$ cat config.mk
export PLATFORM = sky130hd
export DESIGN_NAME = fetch_queue
export DESIGN_NICKNAME = d
export VERILOG_FILES = /design/src/rtl/fetch_queue.sv
export SDC_FILE = /design/constraint.sdc
export NUM_CORES = 1
export LEC_CHECK = 0
export ABC_CLOCK_PERIOD_IN_PS = 2800
export BUFFER_PORTS_ARGS = -buffer_cell sky130_fd_sc_hd__buf_2
export CAP_MARGIN = 20
export CORE_MARGIN = 10
export CORE_UTILIZATION = 40
export CTS_CLUSTER_DIAMETER = 100
export DETAILED_ROUTE_END_ITERATION = 12
export PLACE_DENSITY_LB_ADDON = 0.12
export SLEW_MARGIN = 5
export SYNTH_ARGS = -nofsm -noshare
export SYNTH_HDL_FRONTEND = slang
export SYNTH_SLANG_ARGS = --single-unit
$ cat constraint.sdc
create_clock -name clk -period 2.8 [get_ports clk]
set_clock_uncertainty 0.2 [all_clocks]
set_input_delay 0.28 -clock clk [delete_from_list [all_inputs] [get_ports clk]]
set_output_delay 0.28 -clock clk [all_outputs]
set_load 0.05 [all_outputs]
$ cat src/rtl/fetch_queue.sv
// Instruction-byte prefetch queue: streams bytes from a 1-cycle-latency program ROM
// into a small circular buffer that the decoder consumes 1 to 3 bytes at a time.
module fetch_queue #(
    parameter logic [11:0] RESET_ADDR = 12'h000,
    parameter int          DEPTH      = 4
) (
    input  logic        clk,
    input  logic        reset,
    output logic [11:0] rom_address,
    input  logic [7:0]  rom_data,
    input  logic        flush,
    input  logic [11:0] flush_address,
    input  logic        consume,
    input  logic [1:0]  consume_count,
    output logic [3:0]  valid_count,
    output logic [7:0]  byte0,
    output logic [7:0]  byte1,
    output logic [7:0]  byte2,
    output logic [11:0] pc
);

    localparam int         PW     = $clog2(DEPTH);
    localparam logic [3:0] DEPTH4 = 4'(DEPTH);

    // Every offset added to the head is below DEPTH, so one conditional subtract wraps it.
    function automatic logic [PW-1:0] wrapIdx(input logic [3:0] base, input logic [3:0] off);
        logic [4:0] s;
        s = {1'b0, base} + {1'b0, off};
        if (s >= {1'b0, DEPTH4}) begin
            s = s - {1'b0, DEPTH4};
        end
        return s[PW-1:0];
    endfunction

    logic [11:0]   fetch_addr_q, fetch_addr_d;
    logic [11:0]   pc_q, pc_d;
    logic          pending_q, pending_d;
    logic [3:0]    occ_q, occ_d;
    logic [PW-1:0] head_q, head_d;
    logic [7:0]    buf_q [DEPTH];

    logic          doIssue;
    logic          doWrite;
    logic          doConsume;
    logic [3:0]    inFlight;
    logic [3:0]    consumeAmt;
    logic [PW-1:0] tailIdx;

    always_comb begin
        inFlight   = occ_q + {3'b000, pending_q};
        doIssue    = !flush && (inFlight < DEPTH4);
        doWrite    = !flush && pending_q;
        doConsume  = !flush && consume && (consume_count != 2'd0)
                     && ({2'b00, consume_count} <= occ_q);
        consumeAmt = doConsume ? {2'b00, consume_count} : 4'd0;
        tailIdx    = wrapIdx(4'(head_q), occ_q);

        fetch_addr_d = fetch_addr_q;
        pc_d         = pc_q;
        pending_d    = 1'b0;
        occ_d        = occ_q;
        head_d       = head_q;

        if (flush) begin
            fetch_addr_d = flush_address;
            pc_d         = flush_address;
            occ_d        = 4'd0;
        end else begin
            if (doIssue) begin
                fetch_addr_d = fetch_addr_q + 12'd1;
                pending_d    = 1'b1;
            end
            occ_d  = occ_q + {3'b000, doWrite} - consumeAmt;
            head_d = wrapIdx(4'(head_q), consumeAmt);
            pc_d   = pc_q + {8'd0, consumeAmt};
        end
    end

    always_ff @(posedge clk or posedge reset) begin
        if (reset) begin
            fetch_addr_q <= RESET_ADDR;
            pc_q         <= RESET_ADDR;
            pending_q    <= 1'b0;
            occ_q        <= 4'd0;
            head_q       <= '0;
            for (int i = 0; i < DEPTH; i++) begin
                buf_q[i] <= 8'h00;
            end
        end else begin
            fetch_addr_q <= fetch_addr_d;
            pc_q         <= pc_d;
            pending_q    <= pending_d;
            occ_q        <= occ_d;
            head_q       <= head_d;
            if (doWrite) begin
                buf_q[tailIdx] <= rom_data;
            end
        end
    end

    assign rom_address = fetch_addr_q;
    assign valid_count = occ_q;
    assign pc          = pc_q;
    assign byte0       = buf_q[wrapIdx(4'(head_q), 4'd0)];
    assign byte1       = buf_q[wrapIdx(4'(head_q), 4'd1)];
    assign byte2       = buf_q[wrapIdx(4'(head_q), 4'd2)];

endmodule

# Word-level counts from Yosys, hierarchy flattened
# Cells that the tools add are included.
[classes] add_sub_neg=14 magnitude_cmp=12 muxes=24 bitwise_logic=4 reduce_logical=9
[op_table] cell="$mux 8" n=7
[op_table] cell="$bmux 8 s2" n=3
[op_table] cell="$mux 12" n=3
[op_table] cell="$bwmux 32" n=1
[op_table] cell="$ge 3x3->1 const B" n=7
[op_table] cell="$demux 8 s2" n=1
[op_table] cell="$add 12x1->12 const B" n=1
[op_table] cell="$add 12x2->12" n=1
[op_table] cell="$mux 2" n=6
[op_table] cell="$not 2->3" n=4
[op_table] cell="$sub 2x1->2 const B" n=5
[op_table] cell="$add 4x1->4" n=2
[op_table] cell="$logic_and 1x1->1" n=6
[op_table] cell="$add 2x4->5" n=1
[op_table] cell="$ge 5x3->1 const B" n=1
[op_table] cell="$le 2x4->1" n=1
[op_table] cell="$lt 4x3->1 const B" n=1
[op_table] cell="$mux 4" n=1
[op_table] cell="$reduce_bool 2->1" n=2
[op_table] cell="$sub 4x2->4" n=1
[op_table] cell="$add 2x1->3 const B" n=1
[op_table] cell="$add 2x2->3" n=1
[op_table] cell="$add 2x2->3 const B" n=1
[op_table] cell="$ge 2x3->1 const B" n=1
[op_table] cell="3 further kinds" n=4
[word_totals] regBits=63 inputBits=26 out_inout_bits=52 elab_cells=72

# Longest topological paths before layout
[depth] ltp_word=9 depth_mapped=13 depth_no_buf=13

# Worst setup path before layout
# OpenSTA, ideal clock, no wires.
[synth_path] path_kind="reg-to-reg" from="register occ_q[1], in the netlist valid_count[1]" to="register pc_q[8], in the netlist pc[8]" setup_ns=0.137 arrival_ns=3.085 t_required_ns=2.463 path_slack_ns=-0.622 stages_incl_launch_ff=13 path_buffers=0 period_less_slack_ns=3.422 cell_sequence="dfrtp_1 -> inv_1 -> ha_1 -> nor2b_1 -> o211ai_1 -> nand2_1 -> nor3_1 -> ha_1 -> inv_1 -> fa_1 -> nor4b_1 -> xnor2_1 -> a21oi_1"
[synth_via] elab_chain_len=5
[synth_rtl] element="from (decl)" line_no="38" source="logic [3:0] occ_q, occ_d;"
[synth_rtl] element="from (signal assigned)" line_no="84" source="occ_q <= 4'd0;"
[synth_rtl] element="from (signal assigned)" line_no="93" source="occ_q <= occ_d;"
[synth_rtl] element="$le 2x4->1" line_no="54" source="&& ({2'b00, consume_count} <= occ_q);"
[synth_rtl] element="$logic_and 1x1->1" line_no="54"
[synth_rtl] element="$mux 2" line_no="55" source="consumeAmt = doConsume ? {2'b00, consume_count} : 4'd0;"
[synth_rtl] element="$add 12x2->12" line_no="75" source="pc_d = pc_q + {8'd0, consumeAmt};"
[synth_rtl] element="$mux 12" line_no="64" source="if (flush) begin"
[synth_rtl] element="named net pc_d[8]" line_no="36" source="logic [11:0] pc_q, pc_d;"
[synth_rtl] element="to (signal assigned)" line_no="91" source="pc_q <= pc_d;"
[synth_rtl] element="to (decl)" line_no="36"
# The timed path passes the listed nets, and every way through them passes these cells.
# A chain may end at the register's enable or synchronous reset.

# Final worst setup path
# Ends and elaborated chain as after synthesis.

==> out/results.tsv <==
metric	value	unit
status	finished with violations	
failing checks	hold timing	
register area share after synthesis	42.6	%
post-route worst setup slack	0.0196	ns
CP Launch Type	flop	
number of fillers in the final layout	839	
measured slew at the worst slew-check pin	0.822	ns
total core area	9110	um^2
TritonCTS clock tree	yes	
Slowest-stage cell, CP	dfrtp_2	
Syn. warnings	0	
Die X	116	um
Vias per Instance	5.43	
I/O Buffers	77	
maximum resistive drop on vdd	651	uV
power per cell area	1280	nW/um^2
post-synthesis register bit count	63	
Critical Path AT	2.79	ns
cts bufs inserted	9	
maximum root-to-sink buffer count	2	
GP Congestion	0.775	
clk root buf	clkbuf_8	
Mapped Area	3700	um^2
vias in the first global route	2981	
fraction of layout cells with a size suffix above 1	45.6	%
Main synth FF type	dfrtp_1	
Detailed Route WL	9.11	mm
Min Hold Slack	-0.0249	ns
Peak Freq	360	MHz
Avg Synthesized Cell Area	12.2	um^2
CP max stage delay	0.40	ns
TritonRoute pass-1 iters	4	
wire length per cell	17.6	um
syn nets	345	
kind of end point of the critical path	flop	
Congestion Overflow GR	0	
cell mode on critical path	inv_2	
GRT Total Usage	14.0	%
final design utilization	50.6	%
synthesis-to-layout area growth	24.6	%
post-route clock period utilization	99.3	%
initial antenna violation count	0	
antenna fix cells	0	
# DRC	0	
# setup viols final	0	
crit path time final	2.78	ns
Max transition margin	45.2	%
Hold WC Path Type	in2async	
number of enable flip-flop cells after synthesis	0	
Synth cell types	50	
crit path cell chain	inv_2, ha_4, nor2b_4, o211ai_1, nand2_1, nor3_2, ha_2, inv_2, fa_2, nor4b_4, xnor2_1, a21oi_1	
most frequent cells in the layout	buf_2 (77), dfrtp_1 (61), mux2_2 (33), mux4_2 (19)	
die area	13500	um^2
Post-synth ARST share	100	%
Cell Rows	35	
Hold Vio Cnt, Final	9	
Setup CP Type	reg2reg	
via total after detailed routing	2805	
R2R cell count	12	
clock slew at reported path FFs	0.07	ns
HPWL after DPL	6.69	mm
Critical Path RT	2.81	ns
largest net degree at the start of global routing	64	
crit-path max FO	4	
Cells after Synth	304	
initial core utilization	40.6	%
unrepaired setup endpoints after global routing	yes	
most common cell after layout, fill and taps aside	buf_2	
Clock Latency Late Sink	0.33	ns
die height	116	um
pre-CTS setup slack	-0.0175	ns
DR iter-0 viols	122	
Pleak	2.02	nW
count of final max-slew check failures	0	
max_cap viols	0	
I/O Pins	78	
final net count	442	
H-tree levels	3	
CTS Sinks	63	
first-pass GRT wire length	15.1	mm
Routed Antenna Nets	0	
-- metal layers --
metal	GRT usage (%)	wire length, um
met1	18.2	4020
met2	22.1	4360
met3	3.75	590
met4	5.34	136
met5	0	0
-- logic make-up after synthesis --
family | count (synthesis) | synth area share (%)
AOI/OAI and AO/OA | 42 | 7.51
buffers and inverters | 29 | 3.28
xor gates and xnor gates | 16 | 3.99
muxes | 58 | 25.4
adders and majority gates | 15 | 5.48
and+or+nand+nor | 81 | 11.7
DFF | 63 | 42.6
-- through the flow --
stage | TNS [ns] | cell area (um^2) | instances | hold slack, ns | total power, mW
2_1_floorplan | -0.239 | 3750 | 304 | 0.213 | 4.48
3_3_place_gp | 0 | 4330 | 494 | 0.308 | 5.20
3_5_place_dp | -0.0175 | 4330 | 494 | 0.308 | 5.25
4_1_cts | -0.0205 | 4530 | 514 | 0.00376 | 5.94
5_1_grt | -0.725 | 4610 | 517 | 0.0197 | 6.30
6_report | 0 | 4610 | 517 | -0.0249 | 5.91
-- power by group --
part	switching (mW)	leakage (nW)	internal (mW)	total [mW]
Sequential	0.326	0.750	1.23	1.56
Combinational	2.34	1.19	1.35	3.69
Clock	0.351	0.0801	0.318	0.668
Total	3.02	2.02	2.89	5.91
-- final timing paths --
path / start / endpoint / slack [ns]
min in group clk: rom_data[1] / buf_q[25]$_DFFE_PP0P_ / 0.02
max reg2reg: valid_count[1]$_DFF_PP0_ / pc[8]$_DFF_PP0_ / 0.02
max: valid_count[1]$_DFF_PP0_ / pc[8]$_DFF_PP0_ / 0.02
min reg2reg: buf_q[3]$_DFFE_PP0P_ / buf_q[3]$_DFFE_PP0P_ / 0.35
max in group asynchronous: reset / valid_count[1]$_DFF_PP0_ / 1.83
min: reset / buf_q[27]$_DFFE_PP0P_ / -0.02
-- flip-flops by register name, summed over array words and instances (netlist names) --
register     cells
head_q           2
valid_count      4
rom_address     12
buf_q           32
pc              12
pending_q        1
-- Yosys cell counts (2+ instances only) --
cell / n / area, um^2
mux4_1: 5 / 131
nand2_1: 14 / 52.6
mux2_2: 33 / 372
o21ai_0: 9 / 45.0
nor3_1: 9 / 45.0
nand2b_1: 2 / 12.5
a31oi_1: 5 / 31.3
buf_2: 4 / 20.0
o211ai_1: 2 / 15.0
ha_1: 13 / 163
nor2_1: 17 / 63.8
inv_1: 17 / 63.8
nand4_1: 7 / 43.8
nand3_1: 9 / 45.0
clkbuf_1: 6 / 22.5
or4_1: 2 / 15.0
nor2b_1: 5 / 31.3
dfrtp_1: 63 / 1580
o211a_1: 2 / 20.0
xnor2_1: 14 / 123
mux4_2: 19 / 428
a21oi_1: 10 / 50.1
fa_1: 2 / 40.0
nor4b_1: 2 / 17.5
and4_1: 3 / 26.3
o311ai_0: 2 / 17.5
or3_1: 3 / 18.8
a211oi_1: 3 / 22.5
-- repair_timing --
item | in CTS | in global routing
pin swaps | 3 | 5
resized for setup | 1 | 11
hold endpoints to repair | 6 | 0
hold buffers | 4 | 0
buffers inserted | 0 | 3
cloned | 0 | 0
setup endpoints to repair | 1 | 13
-- worst max-delay path: cells and delay by family, from the launching register on --
| family | cells | cell delay (ns) |
|---|---|---|
| AO/OA/AOI/OAI | 2 | 0.32 |
| XOR/XNOR | 1 | 0.14 |
| adder cells (fa/ha/maj) | 3 | 0.81 |
| buffers and inverters | 2 | 0.11 |
| flip-flops | 1 | 0.40 |
| AND/OR/NAND/NOR | 4 | 0.66 |
-- final cells by class --
cell class | count | area (um^2) | share of cell area (%)
Sequential cell | 63 | 1580 | 34.2
Clock buffer | 12 | 135 | 2.93
Timing Repair Buffer | 98 | 566 | 12.3
Multi-Input combinational cell | 212 | 2100 | 45.6
Tap cell | 111 | 139 | 3.01
Inverter | 17 | 66.3 | 1.44
Clock inverter | 4 | 22.5 | 0.488
No activity file was read; power rests on OpenSTA's default activity.
